--- src/rtl/bus_resolver.sv ---
// Per-lane arbiter that registers the winning internal driver onto a shared pad bus,
// with turnaround gaps on owner release, optional bus keeper and contention counting.
//
// state  | meaning
// -------+---------------------------------------------------------------
// S_IDLE | lane released, no owner; next requester (lowest index) wins
// S_OWN  | lane driven by owner_q until that source drops its request
// S_GAP  | turnaround after release; gap_cnt counts the remaining cycles
module bus_resolver #(
    parameter int W    = 16,
    parameter int LANE = 8,
    parameter int N    = 4,
    parameter int TURN = 1,
    parameter int KEEP = 1,
    parameter int CW   = 8,
    localparam int L   = W / LANE,
    localparam int OW  = (N > 1) ? $clog2(N) : 1
) (
    input  logic              MCLK,
    input  logic              RESET,
    input  logic [N*W-1:0]    SRC_o,
    input  logic [N*L-1:0]    SRC_d,
    input  logic [W-1:0]      EXT_i,
    input  logic              CLR,
    output logic [W-1:0]      BUS_o,
    output logic [L-1:0]      BUS_d,
    output logic [W-1:0]      BUS_v,
    output logic [L*OW-1:0]   OWNER,
    output logic [L-1:0]      OWN_V,
    output logic [L-1:0]      CONTEND,
    output logic [CW-1:0]     CCOUNT
);

    typedef enum logic [1:0] {
        S_IDLE = 2'd0,
        S_OWN  = 2'd1,
        S_GAP  = 2'd2
    } state_t;

    localparam logic [3:0] TURN_C = 4'(TURN);

    logic [L-1:0] lane_cont;

    for (genvar j = 0; j < L; j++) begin : g_lane
        state_t            state, state_nx;
        logic [OW-1:0]     owner_q, owner_nx;
        logic [3:0]        gap_cnt, gap_nx;
        logic [N-1:0]      req;
        logic              low_v, multi, pick;
        logic [OW-1:0]     low_k;
        logic [LANE-1:0]   sel_data;
        logic [LANE-1:0]   bus_o_q;
        logic              bus_d_q, own_v_q;

        always_comb begin
            req   = '0;
            low_v = 1'b0;
            low_k = '0;
            multi = 1'b0;
            for (int k = 0; k < N; k++) begin
                req[k] = ~SRC_d[k*L + j];
            end
            for (int k = N - 1; k >= 0; k--) begin
                if (req[k]) begin
                    low_v = 1'b1;
                    low_k = OW'(k);
                end
            end
            for (int k = 0; k < N; k++) begin
                if (req[k] && low_v && (low_k != OW'(k))) begin
                    multi = 1'b1;
                end
            end
        end

        always_comb begin
            state_nx = state;
            owner_nx = owner_q;
            gap_nx   = gap_cnt;
            pick     = 1'b0;
            case (state)
                S_IDLE: pick = 1'b1;
                S_OWN: begin
                    if (!req[owner_q]) begin
                        if (TURN_C == 4'd0) begin
                            pick = 1'b1;
                        end else begin
                            state_nx = S_GAP;
                            gap_nx   = TURN_C;
                        end
                    end
                end
                S_GAP: begin
                    gap_nx = gap_cnt - 4'd1;
                    if (gap_cnt <= 4'd1) begin
                        pick = 1'b1;
                    end
                end
                default: state_nx = S_IDLE;
            endcase
            // Arbitration point shared by IDLE, end of GAP and zero-turnaround release.
            if (pick) begin
                gap_nx = '0;
                if (low_v) begin
                    state_nx = S_OWN;
                    owner_nx = low_k;
                end else begin
                    state_nx = S_IDLE;
                end
            end
        end

        always_comb begin
            sel_data = '0;
            for (int k = 0; k < N; k++) begin
                if (owner_nx == OW'(k)) begin
                    sel_data = SRC_o[k*W + j*LANE +: LANE];
                end
            end
        end

        always_ff @(posedge MCLK or posedge RESET) begin
            if (RESET) begin
                state   <= S_IDLE;
                owner_q <= '0;
                gap_cnt <= '0;
                bus_o_q <= '0;
                bus_d_q <= 1'b1;
                own_v_q <= 1'b0;
            end else begin
                state   <= state_nx;
                gap_cnt <= gap_nx;
                if (state_nx == S_OWN) begin
                    owner_q <= owner_nx;
                    bus_o_q <= sel_data;
                    bus_d_q <= 1'b0;
                    own_v_q <= 1'b1;
                end else begin
                    bus_d_q <= 1'b1;
                    own_v_q <= 1'b0;
                    if (KEEP == 0) begin
                        bus_o_q <= '0;
                    end
                end
            end
        end

        assign lane_cont[j]               = multi;
        assign BUS_o[j*LANE +: LANE]      = bus_o_q;
        assign BUS_d[j]                   = bus_d_q;
        assign BUS_v[j*LANE +: LANE]      = bus_d_q ? EXT_i[j*LANE +: LANE] : bus_o_q;
        assign OWNER[j*OW +: OW]          = owner_q;
        assign OWN_V[j]                   = own_v_q;
    end

    // CLR wins over a same-cycle set or increment.
    always_ff @(posedge MCLK or posedge RESET) begin
        if (RESET) begin
            CONTEND <= '0;
            CCOUNT  <= '0;
        end else if (CLR) begin
            CONTEND <= '0;
            CCOUNT  <= '0;
        end else begin
            CONTEND <= CONTEND | lane_cont;
            if ((|lane_cont) && (CCOUNT != {CW{1'b1}})) begin
                CCOUNT <= CCOUNT + 1'b1;
            end
        end
    end

endmodule

--- config.mk ---
export PLATFORM = sky130hd
export DESIGN_NAME = bus_resolver
export DESIGN_NICKNAME = d
export VERILOG_FILES = /design/src/rtl/bus_resolver.sv
export SDC_FILE = /design/constraint.sdc
export NUM_CORES = 1
export LEC_CHECK = 0
export ABC_AREA = 1
export CORE_MARGIN = 2
export CORE_UTILIZATION = 33
export DETAILED_ROUTE_END_ITERATION = 10
export HOLD_SLACK_MARGIN = 0.15
export PLACE_DENSITY = 0.66
export SLEW_MARGIN = 20
export SYNTH_ARGS = -nofsm -noshare
export SYNTH_HDL_FRONTEND = slang
export SYNTH_SLANG_ARGS = --single-unit
--- constraint.sdc ---
create_clock -name MCLK -period 1.8 [get_ports MCLK]
set_input_delay 0.54 -clock MCLK [delete_from_list [all_inputs] [get_ports MCLK]]
set_output_delay 0.54 -clock MCLK [all_outputs]
set_load 0.01 [all_outputs]
==> reports/qor.log, run 1 <==
qor: status.status finished with violations
qor: status.failed_checks setup timing
qor: yosys.synth_area_leader_cell dfrtp_1
qor: drt.wl_cell 13.4 um
qor: yosys.synth.lib_cells_used.distinct 33
qor: die.fp.dieW 100 um
qor: cells_and_area.fillerInstances 814
qor: clocking.clockBufferDepth 2
qor: yosys.post_synth_and_or_nand_nor_area_fraction 38.6%
qor: timing.timing_worst_slew_pin_value 0.376 ns
qor: grt.grt_max_degree 25
qor: yosys.ys_top_cells_by_area dfrtp_1, nand2_1, nand3_1, mux2_2, inv_1
qor: power_and_ir_drop.power.static_leakage 2.70 nW
qor: clocking.cts_hold_repair.buffers 0
qor: yosys.synthTopCellsByCount nand2_1, nand3_1, dfrtp_1, inv_1, mux2_2
qor: die.chipHeight 100 um
qor: power_and_ir_drop.p_sw_share 43.2%
qor: yosys.yosys_warns 0
qor: die.floorplan.rows 35
qor: power_and_ir_drop.seq_power_share 21.6%
qor: placed_design.detailed_place_hpwl 7110 um
qor: grt.first_global_vias 3447
qor: drt.post_route_drc_violation_count 0
qor: grt.antenna_found_initial 0
qor: timing.unrepaired_setup_endpoints_after_global_routing yes
qor: worst_setup_path.timing.critical_path.from_type flop
qor: grt.grt_usage 18.4%
qor: clocking.clk_pin_slew 0.08 ns
qor: drt.via_count 3400
qor: drt.drt_first_iter_violations 100
qor: timing.setup_viol_count_final 16
qor: die.floorplan.io_pins 141
qor: yosys.synth_top_family_by_area simple AND/OR/NAND/NOR gates
qor: timing.timing.clock.skew 0.00209 ns
qor: power_and_ir_drop.p_switching 0.00352 W
qor: yosys.yosys-mux-area-fraction 5.90%
qor: yosys.synth_most_common_cell nand2_1
qor: timing.period_share 110%
qor: yosys.synth_enable_flop_cells 0
qor: cells_and_area.drive_gt1_share 28.1%
qor: yosys.mappedNetlistNets 490
qor: yosys.post-synth-top-area-fraction 36.0%
qor: yosys.postSynthAreaPerCell 7.75 um^2
qor: power_and_ir_drop.largest_voltage_drop_on_the_vdd_net 0.000840 V
qor: cells_and_area.nNetsFinal 685
qor: worst_setup_path.critPathRequiredTime 1.26 ns
qor: power_and_ir_drop.power.share.combinational 70.7%
qor: timing.final-max-slew-violation-count 0
qor: yosys.synth_compound_area_share 6.59%
qor: clocking.cts_num_sinks 46
qor: power_and_ir_drop.power.density_cell_area 1520 nW/um^2
qor: clocking.cts_root_buf clkbuf_8
qor: yosys.yosys_most_used_dff dfrtp_1
qor: min_path.whs_path_depth 2
qor: yosys.synthesis.instances 394
qor: worst_setup_path.cp_data_arrival_time 1.44 ns
qor: drt.vias_per_cell 4.85
qor: timing.clock.fmax 506 MHz
qor: yosys.async_set_or_reset_register_ratio_after_synthesis 100%
qor: timing.holdWs 0.513 ns
qor: power_and_ir_drop.p_int 0.00463 W
qor: clocking.cts_tree built
qor: worst_setup_path.critical_path_maximum_fanout 5
qor: placed_design.place.gp.congestion 0.867
qor: die.initial_utilization 33.5%
qor: run.total_of_max_cap_violations 0
qor: power_and_ir_drop.power.clock.fraction 7.7%
qor: worst_setup_path.reg2regPathDepth 13
qor: cells_and_area.diodes 0
qor: drt.drtAntennaViolNets 0
qor: timing.postLayoutSetupSlackWorst -0.178 ns
qor: yosys.yosys.area_share.adder 2.05%
qor: drt.routed_wire_length 9400 um
qor: yosys.synthXorXnorAreaFrac 1.15%
qor: timing.finalWorstPathRequiredPeriod 1.98 ns
qor: timing.relSlewSlack 74.7%
qor: timing.totalNegativeSetupSlack -2.67 ns
qor: placed_design.buffer_ports.inserted 140
qor: die.die-area 10000 um^2
qor: grt.grt_remaining_overflow 0
qor: clocking.number_of_buffers_inserted_during_clock_tree_synthesis 5
qor: grt.grt_pass1_wl 15000 um
qor: power_and_ir_drop.power.total 0.00815 W
qor: yosys.syn_area 3060 um^2
qor: die.core_area 9110 um^2
qor: clocking.worstSkewPairLatency 0.30 ns
qor: timing.hold_viol_final 0
qor: cells_and_area.syn2layout_area_growth 75.2%
qor: worst_setup_path.path_class reg -> out
qor: clocking.htree_num_levels 2
qor: min_path.hold_path_class reg -> reg
qor: yosys.number_of_synthesized_register_bits 46
qor: worst_setup_path.worst_setup_path_end_kind output port
qor: drt.drt_pass1_iterations 4
qor: yosys.synth.yosys.seq_area_share 37.8%
## worst max-delay path, cell delays in order (launching register included)
cell     delay, ns
dfstp_2       0.55
buf_6         0.14
mux2_4        0.32
buf_6         0.12
## registers in the layout, summed over array words and instances, names as in the netlist
| signal | cells |
|---|---|
| g_lane.state | 4 |
| g_lane.own_v_q | 2 |
| g_lane.bus_o_q | 16 |
| g_lane.bus_d_q | 2 |
| g_lane.gap_cnt | 8 |
| g_lane.owner_q | 4 |
| CONTEND | 2 |
| CCOUNT | 8 |
## per-stage QoR
step	area [um^2]	utilization, %	std cells	setup slack, ns
6_report	5350	58.8	701	-0.178
5_1_grt	5350	58.8	701	-0.221
4_1_cts	5150	56.6	699	-0.208
2_1_floorplan	3060	-	394	0.0836
3_3_place_gp	4890	53.7	678	-0.449
3_5_place_dp	4890	53.7	678	-0.453
## per-layer routing
metal | global-route usage (%) | part of all wire (%) | vias to the layer above
met1 | 22.5 | 42 | 1574
li1 | - | - | 1698
met3 | 4.32 | 5.9 | 22
met4 | 6.64 | 2.7 | 0
met2 | 31.6 | 49 | 106
met5 | 0 | 0 | -
## repair_timing
action | 4_1_cts | 5_1_grt
setup buffers | 13 | 1
resized for setup | 129 | 53
gates cloned | 0 | 1
endpoints found under the setup margin | 59 | 47
pin swaps | 7 | 18
## power groups by stage
stage	Sequential (W)	Clock [W]	Combinational, W
2_1_floorplan	0.00182	0	0.00268
5_1_grt	0.00181	0.000689	0.00631
3_3_place_gp	0.00185	0	0.00484
4_1_cts	0.00174	0.000647	0.00537
3_5_place_dp	0.00185	0	0.00492
6_report	0.00176	0.000627	0.00576
## cells by family after synthesis
logic type               count (synthesis)
flip-flops                              46
multiplexers                            16
adder cells (fa/ha/maj)                  5
AO/OA/AOI/OAI                           35
XOR/XNOR                                 4
AND/OR/NAND/NOR                        235
buffers and inverters                   53
## worst paths after layout
kind                                             startpoint                          endpoint  slack (ns)
max in group asynchronous                             RESET       g_lane[1].bus_d_q$_DFF_PP1_        0.89
hold / removal             g_lane[1].bus_o_q[0]$_DFFE_PP0P_  g_lane[1].bus_o_q[0]$_DFFE_PP0P_        0.51
min in group asynchronous                             RESET  g_lane[0].bus_o_q[5]$_DFFE_PP0P_        0.60
hold reg to reg            g_lane[1].bus_o_q[0]$_DFFE_PP0P_  g_lane[1].bus_o_q[0]$_DFFE_PP0P_        0.51
setup reg to reg           g_lane[1].gap_cnt[0]$_DFFE_PP0P_  g_lane[1].bus_o_q[5]$_DFFE_PP0P_        0.06
setup / recovery                g_lane[0].bus_d_q$_DFF_PP1_                          BUS_v[1]       -0.18
## cell usage in the layout (no fill, tap or decap), types with 6 or more instances in the layout
cell and instances:
mux2_4 16, nor2_1 8, buf_6 20, o21ai_1 8
dfrtp_1 43, nand4_1 15, inv_1 25, o21ai_0 8
nand3_1 59, nand2_4 9, dlygate4sd2_1 20, nand3_2 6
clkdlybuf4s50_1 91, nand2_1 103, inv_2 14, dlymetal6s2s_1 11
a21oi_1 7, buf_4 50, nand2_2 10
## area by class of cell
cell class / count / area [um^2] / share of cell area (%)
repair buffers: 199 / 1950 / 36.5
multi-input cells: 295 / 1850 / 34.6
flip-flops and latches: 46 / 1150 / 21.6
inverters: 42 / 165 / 3.08
well taps: 111 / 139 / 2.59
clock buffers: 6 / 72.6 / 1.36
clock inverters: 2 / 13.8 / 0.257
Note: power is estimated with default switching activity, not from simulation.
==> run 2: changes to the inputs <==
--- a/config.mk
+++ b/config.mk
@@ -7,10 +7,10 @@
 export LEC_CHECK = 0
 export ABC_AREA = 1
 export CORE_MARGIN = 2
-export CORE_UTILIZATION = 33
+export CORE_UTILIZATION = 42
 export DETAILED_ROUTE_END_ITERATION = 10
 export HOLD_SLACK_MARGIN = 0.15
-export PLACE_DENSITY = 0.66
+export PLACE_DENSITY = 0.81
 export SLEW_MARGIN = 20
 export SYNTH_ARGS = -nofsm -noshare
 export SYNTH_HDL_FRONTEND = slang
==> run 2 against run 1 <==
  * The flow still finishes with violations (setup timing)
  * Critical path depth unchanged
  * Register-to-register slack got worse by 0.10 ns
  * Cell count increased by 0.43%
  * Count of clock-buffer cells in the layout unchanged
  * Largest cell class unchanged
  * Highest routed layer unchanged
==> reports/qor.log, run 2 (synthesis results as in run 1) <==
qor: drt.via_count 3759
qor: drt.drt_pass1_iterations 5
qor: cells_and_area.flip_flop_count_of_the_largest_register_after_layout 16
qor: placed_design.place.gp.congestion 0.887
qor: timing.unrepaired_setup_endpoints_after_global_routing yes
qor: cells_and_area.diodes 0
qor: drt.vias_per_cell 5.34
qor: worst_setup_path.timing.critical_path.from_type flop
qor: grt.grt_usage 26.0%
qor: drt.routed_wire_length 11800 um
qor: placed_design.buffer_ports.inserted 140
qor: timing.final-max-slew-violation-count 0
qor: min_path.min-delay-start CONTEND[1]$_DFF_PP0_
qor: cells_and_area.finalNonFillerCells 704
qor: timing.relSlewSlack 74.5%
qor: placed_design.place.detailed.instances 659
qor: clocking.clockBufferDepth 2
qor: drt.drtAntennaViolNets 0
qor: timing.holdWs 0.528 ns
qor: grt.first_global_vias 3684
qor: cells_and_area.drive_gt1_share 31.7%
qor: die.fp.dieW 89.3 um
qor: min_path.hold_path_class reg -> reg
qor: status.failed_checks setup timing
qor: cells_and_area.reg.largest.list g_lane.bus_o_q x16, CCOUNT x8, g_lane.gap_cnt x8
qor: clocking.htree_num_levels 2
qor: die.die-area 7970 um^2
qor: drt.post_route_drc_violation_count 0
qor: cells_and_area.nNetsFinal 700
qor: run.total_of_max_cap_violations 0
qor: timing.timing_worst_slew_pin_value 0.383 ns
qor: clocking.cts_tree built
qor: die.core_area 7140 um^2
qor: die.floorplan.io_pins 141
qor: timing.hold_viol_final 0
qor: power_and_ir_drop.power.static_leakage 2.81 nW
qor: clocking.clk_pin_slew 0.09 ns
qor: grt.grt_pass1_wl 16200 um
qor: timing.clock.fmax 502 MHz
qor: timing.finalWorstPathRequiredPeriod 1.99 ns
qor: timing.postLayoutSetupSlackWorst -0.193 ns
qor: clocking.cts_root_buf clkbuf_8
qor: grt.grt_max_degree 29
qor: status.status finished with violations
qor: cells_and_area.regMostFlops g_lane.bus_o_q
qor: worst_setup_path.worst_setup_path_end_kind output port
qor: grt.antenna_found_initial 0
qor: cells_and_area.layout.cells.most_common_list nand2_1, clkdlybuf4s50_1, buf_4
qor: cells_and_area.layout.cells.most_common nand2_1
qor: worst_setup_path.startpoint g_lane[0].bus_d_q$_DFF_PP1_
qor: worst_setup_path.r2r-start g_lane[0].gap_cnt[0]$_DFFE_PP0P_
qor: drt.drt_first_iter_violations 252
qor: timing.timing.clock.skew 0.00675 ns
qor: power_and_ir_drop.largest_voltage_drop_on_the_vdd_net 0.00110 V
qor: placed_design.detailed_place_hpwl 7240 um
qor: die.chipHeight 89.3 um
qor: worst_setup_path.cp_data_arrival_time 1.45 ns
qor: clocking.worstSkewPairLatency 0.30 ns
qor: clocking.cts_num_sinks 46
qor: clocking.cts_hold_repair.buffers 0
qor: die.initial_utilization 42.8%
qor: die.floorplan.rows 31
qor: worst_setup_path.critPathRequiredTime 1.26 ns
qor: worst_setup_path.path_class reg -> out
qor: timing.period_share 111%
qor: timing.setup_viol_count_final 21
qor: worst_setup_path.critical_path_maximum_fanout 4
qor: clocking.number_of_buffers_inserted_during_clock_tree_synthesis 5
qor: cells_and_area.syn2layout_area_growth 82.0%
qor: cells_and_area.final_core_utilization 77.9%
qor: power_and_ir_drop.power.total 0.00882 W
qor: drt.wl_cell 16.8 um
qor: power_and_ir_drop.power.density_cell_area 1590 nW/um^2
qor: grt.grt_remaining_overflow 0
-- run 2: cell types whose count changed in the layout (fill, tap and decap cells not counted), sizes merged --
cell / delta
buf: +12
clkbuf: +1
clkdlybuf4s50: +1
dlymetal6s2s: +2
dlygate4sd2: -3
nand2: +2
-- run 2: repair_timing --
item | 4_1_cts | 5_1_grt
gates resized for setup | 142 | 66
pin swaps | 16 | 37
buffers inserted | 21 | 13
cloned | 2 | 2
endpoints found under the setup margin | 58 | 57
-- run 2: final timing paths --
| check | cells after the start | end | slack [ns] |
|---|---|---|---|
| max in group asynchronous | 3 | g_lane[1].bus_d_q$_DFF_PP1_ | 0.93 |
| min reg2reg | 2 | CONTEND[1]$_DFF_PP0_ | 0.53 |
| max | 3 | BUS_v[1] | -0.19 |
| min in group asynchronous | 3 | g_lane[0].bus_o_q[6]$_DFFE_PP0P_ | 0.57 |
| min | 2 | CONTEND[1]$_DFF_PP0_ | 0.53 |
| max reg2reg | 13 | g_lane[0].bus_o_q[6]$_DFFE_PP0P_ | -0.04 |
-- run 2: metrics by stage --
stage | TNS [ns] | setup WS (ns) | instance area (um^2)
3_3_place_gp | -16.32 | -0.451 | 4810
2_1_floorplan | 0 | 0.0836 | 3060
6_report | -2.88 | -0.193 | 5560
3_5_place_dp | -19.37 | -0.476 | 4810
4_1_cts | -2.64 | -0.184 | 5170
5_1_grt | -4.42 | -0.216 | 5560
-- run 2: power by group --
part           switching [W]  internal (W)
combinational        0.00325       0.00309
sequential          0.000386       0.00145
clock               0.000362      0.000275
-- run 2: metal layers --
layer | vias up | wire, um | global-route usage (%)
met3 | 47 | 790 | 5.17
met2 | 208 | 6190 | 46.8
met4 | 0 | 489 | 10.0
met5 | - | 0 | 0
li1 | 1730 | - | -
met1 | 1774 | 4330 | 30.5
-- run 2: final cells by class --
| cell class | instances | area (um^2) |
|---|---|---|
| timing repair buffer | 212 | 2080 |
| multi-input combinational | 297 | 1950 |
| fill | 458 | 1580 |
| sequential | 46 | 1160 |
| inverter | 42 | 170 |
| tap | 99 | 124 |
| clock buffer | 6 | 72.6 |
| clock inverter | 2 | 13.8 |
-- run 2: critical path, stage by stage, from the launching register on --
cell	delay, ns
dfstp_2	0.58
buf_6	0.14
mux2_4	0.31
buf_6	0.12
